==> src/rtl/timer_ctrl_if.sv <==
// Bundle of keypad, button, tick and digit-chain signals that connect
// timer_ctrl to its front end and to the min:sec down-counter digits.
// The controller uses the slave view; whatever drives and observes it
// (front end plus digit chain) uses the master view.
interface timer_ctrl_if;
  logic       start;
  logic       stop;
  logic       key_valid;
  logic [3:0] key_data;
  logic       tick;
  logic       all_zero;
  logic [2:0] load_n;
  logic [3:0] load_data;
  logic       count_en;
  logic       done;
  logic       running;

  modport master (
    output start, stop, key_valid, key_data, tick, all_zero,
    input  load_n, load_data, count_en, done, running
  );

  modport slave (
    input  start, stop, key_valid, key_data, tick, all_zero,
    output load_n, load_data, count_en, done, running
  );
endinterface

==> src/rtl/timer_ctrl.sv <==
// Sequencing controller for the min:sec countdown timer.
// It loads the three BCD digits serially from the keypad, from minutes-ones
// down to seconds-ones. It gates the 1 Hz tick into the seconds-ones digit
// and handles start, pause and cancel. When the digits reach 0:00 it stops
// the chain and holds a timed alarm.
// Borrows between digits stay in the counters' terminal-count logic, so this
// block only ever talks to the seconds-ones count enable and the load strobes.
module timer_ctrl #(
  parameter int ALARM_TICKS = 8
) (
  input  logic        clk,
  input  logic        clearn,
  timer_ctrl_if.slave bus
);

  typedef enum logic [1:0] {
    IDLE  = 2'd0,
    RUN   = 2'd1,
    PAUSE = 2'd2,
    DONE  = 2'd3
  } state_e;

  localparam logic [7:0] ALARM_LIMIT = 8'(ALARM_TICKS);
  localparam logic [1:0] PTR_FIRST   = 2'd2;

  state_e     state_q, state_d;
  logic [1:0] ptr_q, ptr_d;
  logic [7:0] alarm_cnt_q, alarm_cnt_d;
  logic [2:0] load_n_q, load_n_d;
  logic [3:0] load_data_q, load_data_d;
  logic       done_q, done_d;
  logic       running_q, running_d;

  logic       key_ok;
  logic [2:0] key_strobe;
  logic [1:0] ptr_next;
  logic [7:0] alarm_cnt_inc;

  // The seconds-tens digit only counts 0..5; the other two digits take any BCD value.
  always_comb begin
    key_ok        = 1'b0;
    key_strobe    = 3'b110;
    ptr_next      = PTR_FIRST;
    alarm_cnt_inc = alarm_cnt_q + 8'd1;
    case (ptr_q)
      2'd2: begin
        key_ok     = (bus.key_data <= 4'd9);
        key_strobe = 3'b011;
        ptr_next   = 2'd1;
      end
      2'd1: begin
        key_ok     = (bus.key_data <= 4'd5);
        key_strobe = 3'b101;
        ptr_next   = 2'd0;
      end
      default: begin
        key_ok     = (bus.key_data <= 4'd9);
        key_strobe = 3'b110;
        ptr_next   = PTR_FIRST;
      end
    endcase
  end

  // Next-state logic: stop beats start, a key beats start in IDLE, and load strobes last one cycle.
  always_comb begin
    state_d     = state_q;
    ptr_d       = ptr_q;
    alarm_cnt_d = alarm_cnt_q;
    load_n_d    = 3'b111;
    load_data_d = load_data_q;

    case (state_q)
      IDLE: begin
        if (bus.key_valid) begin
          if (key_ok) begin
            load_n_d    = key_strobe;
            load_data_d = bus.key_data;
            ptr_d       = ptr_next;
          end
        end else if (bus.start && !bus.stop && !bus.all_zero) begin
          state_d = RUN;
          ptr_d   = PTR_FIRST;
        end
      end

      RUN: begin
        if (bus.stop) begin
          state_d = PAUSE;
        end else if (bus.all_zero) begin
          state_d     = DONE;
          alarm_cnt_d = 8'd0;
        end
      end

      PAUSE: begin
        if (bus.stop) begin
          state_d     = IDLE;
          load_n_d    = 3'b000;
          load_data_d = 4'h0;
          ptr_d       = PTR_FIRST;
        end else if (bus.start) begin
          state_d = RUN;
        end
      end

      DONE: begin
        if (bus.stop || bus.start) begin
          state_d = IDLE;
        end else if (bus.tick) begin
          alarm_cnt_d = alarm_cnt_inc;
          if (alarm_cnt_inc == ALARM_LIMIT) begin
            state_d = IDLE;
          end
        end
      end

      default: begin
        state_d = IDLE;
        ptr_d   = PTR_FIRST;
      end
    endcase

    running_d = (state_d == RUN);
    done_d    = (state_d == DONE);
  end

  // Controller state and registered outputs; clearn drops everything back to the idle values at once.
  always_ff @(posedge clk or negedge clearn) begin
    if (!clearn) begin
      state_q     <= IDLE;
      ptr_q       <= PTR_FIRST;
      alarm_cnt_q <= 8'd0;
      load_n_q    <= 3'b111;
      load_data_q <= 4'h0;
      done_q      <= 1'b0;
      running_q   <= 1'b0;
    end else begin
      state_q     <= state_d;
      ptr_q       <= ptr_d;
      alarm_cnt_q <= alarm_cnt_d;
      load_n_q    <= load_n_d;
      load_data_q <= load_data_d;
      done_q      <= done_d;
      running_q   <= running_d;
    end
  end

  assign bus.load_n    = load_n_q;
  assign bus.load_data = load_data_q;
  assign bus.done      = done_q;
  assign bus.running   = running_q;
  assign bus.count_en  = (state_q == RUN) && bus.tick && !bus.all_zero;

endmodule
==> src/flat_wrapper.sv <==
// flat-port wrapper written by rule: the top's interface ports become plain ports
module timer_ctrl_flat 
#(
  parameter int ALARM_TICKS = 8
)
  (clk, clearn, bus_start, bus_stop, bus_key_valid, bus_key_data, bus_tick, bus_all_zero, bus_load_n, bus_load_data, bus_count_en, bus_done, bus_running);
  timer_ctrl_if bus_i ();
  input  logic clk;
  input  logic clearn;
  input wire logic [$bits(bus_i.start)-1:0] bus_start;
  input wire logic [$bits(bus_i.stop)-1:0] bus_stop;
  input wire logic [$bits(bus_i.key_valid)-1:0] bus_key_valid;
  input wire logic [$bits(bus_i.key_data)-1:0] bus_key_data;
  input wire logic [$bits(bus_i.tick)-1:0] bus_tick;
  input wire logic [$bits(bus_i.all_zero)-1:0] bus_all_zero;
  output wire logic [$bits(bus_i.load_n)-1:0] bus_load_n;
  output wire logic [$bits(bus_i.load_data)-1:0] bus_load_data;
  output wire logic [$bits(bus_i.count_en)-1:0] bus_count_en;
  output wire logic [$bits(bus_i.done)-1:0] bus_done;
  output wire logic [$bits(bus_i.running)-1:0] bus_running;
  assign bus_i.start = bus_start;
  assign bus_i.stop = bus_stop;
  assign bus_i.key_valid = bus_key_valid;
  assign bus_i.key_data = bus_key_data;
  assign bus_i.tick = bus_tick;
  assign bus_i.all_zero = bus_all_zero;
  assign bus_load_n = bus_i.load_n;
  assign bus_load_data = bus_i.load_data;
  assign bus_count_en = bus_i.count_en;
  assign bus_done = bus_i.done;
  assign bus_running = bus_i.running;
  timer_ctrl #(.ALARM_TICKS(ALARM_TICKS)) u_core (.clk(clk), .clearn(clearn), .bus(bus_i));
endmodule
==> config.mk <==
export PLATFORM = sky130hd
export DESIGN_NAME = timer_ctrl_flat
export DESIGN_NICKNAME = d
export VERILOG_FILES = /design/src/rtl/timer_ctrl_if.sv /design/src/rtl/timer_ctrl.sv /design/src/flat_wrapper.sv
export SDC_FILE = /design/constraint.sdc
export NUM_CORES = 1
export LEC_CHECK = 0
export BUFFER_PORTS_ARGS = -buffer_cell sky130_fd_sc_hd__buf_2
export CELL_PAD_IN_SITES_DETAIL_PLACEMENT = 0
export CELL_PAD_IN_SITES_GLOBAL_PLACEMENT = 1
export CORE_MARGIN = 8
export CORE_UTILIZATION = 44
export CTS_BUF_LIST = sky130_fd_sc_hd__clkbuf_2
export CTS_CLUSTER_DIAMETER = 200
export DETAILED_ROUTE_END_ITERATION = 6
export GPL_ROUTABILITY_DRIVEN = 0
export PLACE_DENSITY_LB_ADDON = 0.1
export SYNTH_ARGS = -nofsm -noshare
export SYNTH_HDL_FRONTEND = slang
export SYNTH_SLANG_ARGS = --single-unit
==> constraint.sdc <==
create_clock -name clk -period 2.6 [get_ports clk]
set_input_delay 0.26 -clock clk [delete_from_list [all_inputs] [get_ports clk]]
set_output_delay 0.26 -clock clk [all_outputs]
set_load 0.01 [all_outputs]
==> flow_summary.json <==
{
  "status": "finished, final reports clean",
  "clkTransAtPathRegs_ns": 0.19,
  "area_growth_syn_to_layout_pct": 13.0,
  "crit_path_end_kind": "flop",
  "cts.htree.levels": 1,
  "period_share_pct": 80.2,
  "final_common_cell": "buf_2",
  "slew_violations": 0,
  "skew_ns": 0.00403,
  "ir_drop_v": 0.000446,
  "diodes": 0,
  "first_global_vias": 1021,
  "total_power_w": 0.000896,
  "layout_common_cells": "buf_2 (20), dfrtp_1 (17), nand2_1 (14)",
  "timing.fmax_ghz": 0.479,
  "clk_latency_ns": 0.30,
  "setup_violations": 0,
  "grt_pass1_wl_mm": 4.66,
  "floorplan.initialDensity_pct": 44.8,
  "drt_first_pass_iters": 4,
  "grt_max_degree": 22,
  "powerDensity_nw_per_um2": 659,
  "dpl.hpwl_mm": 2.09,
  "crit_fanout": 4,
  "crit_type": "reg -> reg",
  "synth_ff_type": "dfrtp_1",
  "core_area_um2": 2690,
  "synth-async-reset-ratio_pct": 100,
  "die_height_um": 68.3,
  "rsz0062_at_grt": "no",
  "grt_use_total_pct": 12.7,
  "place_area_um2": 1330,
  "fin_setup_tns_ns": 0,
  "fin_nets": 163,
  "dieWidth_um": 68.3,
  "hold_class": "in -> reg",
  "maxCapViolCount": 0,
  "viasPerCell": 5.76,
  "grt_overflow": 0,
  "holdWs_ns": 0.188,
  "cts_setup_buffers": 0,
  "drive_gt1_share_pct": 27.9,
  "vias": 1026,
  "ys_seq_area_share_pct": 44.1,
  "synth_cell_types": 47,
  "syn_area_um2": 1200,
  "io_buffers": 20,
  "drtIter0Drc": 50,
  "dieArea_um2": 4660,
  "syn-num-nets": 138,
  "worstSetupStartpointType": "flop",
  "clock-sinks": 21,
  "rows": 19,
  "io_pins": 21,
  "numCtsBuffers": 3,
  "crit_arrival_ns": 2.30,
  "synth-seq-cells": 21,
  "cts_tree": "done",
  "drc": 0,
  "synth_edf_count": 0,
  "min_period_ns": 2.09,
  "cp_data_required_time_ns": 2.81,
  "clk_path_buf_depth": 2,
  "worstMarginPinSlew_ns": 0.722,
  "antenna_found_initial": 0,
  "p_leak_nw": 0.625,
  "ant_nets": 0,
  "avgSynthCellArea_um2": 9.78,
  "relSlewSlack_pct": 51.2,
  "yosys_warnings": 0,
  "syn_inst": 123,
  "finalInstanceArea_um2": 1360,
  "cts_root_buffer": "clkbuf_2",
  "cts-resized-gates": 0,
  "drt_wl_total_mm": 2.71,
  "wl_per_cell_um": 15.2,
  "hold_viol_final": 0
}
[path summary, 6_finish.rpt]
check | slack, ns | startpoint | endpoint | depth (start not counted)
worst max-delay path | 0.51 | u_core.ptr_q[1] | u_core.bus.load_data[0] | 7
worst min-delay path | 0.19 | bus_key_data[0] | u_core.bus.load_data[0] | 2
worst max register to register | 0.51 | u_core.ptr_q[1] | u_core.bus.load_data[0] | 7
worst min register to register | 0.54 | u_core.alarm_cnt_q[5] | u_core.alarm_cnt_q[5] | 1
max in group asynchronous | 1.83 | clearn | u_core.bus.load_n[1] | 2
min in group asynchronous | 0.42 | clearn | u_core.bus.load_data[3] | 2
[metal layers]
layer | track usage, % | vias to the layer above | routed length (um)
met1 | 15.5 | 502 | 1220
li1 | - | 505 | -
met5 | 0 | - | 0
met3 | 2.62 | 2 | 140
met4 | 3.58 | 0 | 15
met2 | 22.2 | 17 | 1330
[worst max-delay path, stage by stage (launching register included)]
cell and delay (ns):
dfstp_2 0.58, inv_1 0.06, ha_1 0.17, inv_1 0.05, a21oi_1 0.08, nor3b_1 0.42
o21ai_0 0.28, a221o_1 0.35
[cell usage after synthesis, types with 2 or more instances]
library cell,number,share of area [%]
dfrtp_1,17,35
nand2_1,14,4.4
o21ai_0,10,4.2
inv_1,6,1.9
nor2_1,6,1.9
a21oi_1,5,2.1
and3_1,5,2.6
dfstp_2,4,8.7
ha_1,4,4.2
nand3_1,4,1.7
or2_2,4,2.1
a21o_1,3,1.9
a221o_1,3,2.5
a31oi_1,2,1.0
buf_2,2,0.83
nor2b_1,2,1.0
o22ai_1,2,1.0
[layout make-up]
cell class,count,area [um2]
Clock buffer,4,20.0
Fill cell,264,1330
Inverter,6,22.5
Multi-Input combinational cell,92,614
Sequential cell,21,531
Tap cell,31,38.8
Timing Repair Buffer,24,133
[metrics by stage]
step                cells  worst slack [ns]  utilization, %
finish                178             0.514            50.6
global placement      173             0.635            49.5
floorplan             123             0.787               -
CTS                   178             0.506            50.6
global route          178             0.382            50.6
detailed placement    173             0.529            49.5
[state kept, by name, summed over array words and instances, names as in the netlist]
signal,count
u_core.alarm_cnt_q,8
u_core.bus.done,1
u_core.bus.load_data,4
u_core.bus.load_n,3
u_core.bus.running,1
u_core.ptr_q,2
u_core.state_q,2
[report_power, final]
part | leakage (nW) | total (W) | internal [W] | switching, W
logic | 0.342 | 0.000302 | 0.000139 | 0.000163
clock network | 0.0166 | 0.000134 | 0.0000408 | 0.0000935
registers | 0.266 | 0.000459 | 0.000409 | 0.0000504
[cell families (layout without fill, tap and decap cells)]
family | count (synthesis) | after routing | share of synthesized area [%]
simple gates | 48 | 48 | 23.2
compound gates | 38 | 38 | 22.3
flops | 21 | 21 | 44.1
buf+inv | 10 | 34 | 4.79
fa+ha+maj | 4 | 4 | 4.16
xor+xnor | 2 | 2 | 1.46
[repair_timing]
action,in CTS,in global routing
hold buffers,1,0
setup endpoints to repair,0,0
hold endpoints to repair,17,0
Note: power is estimated with default switching activity, not from simulation.
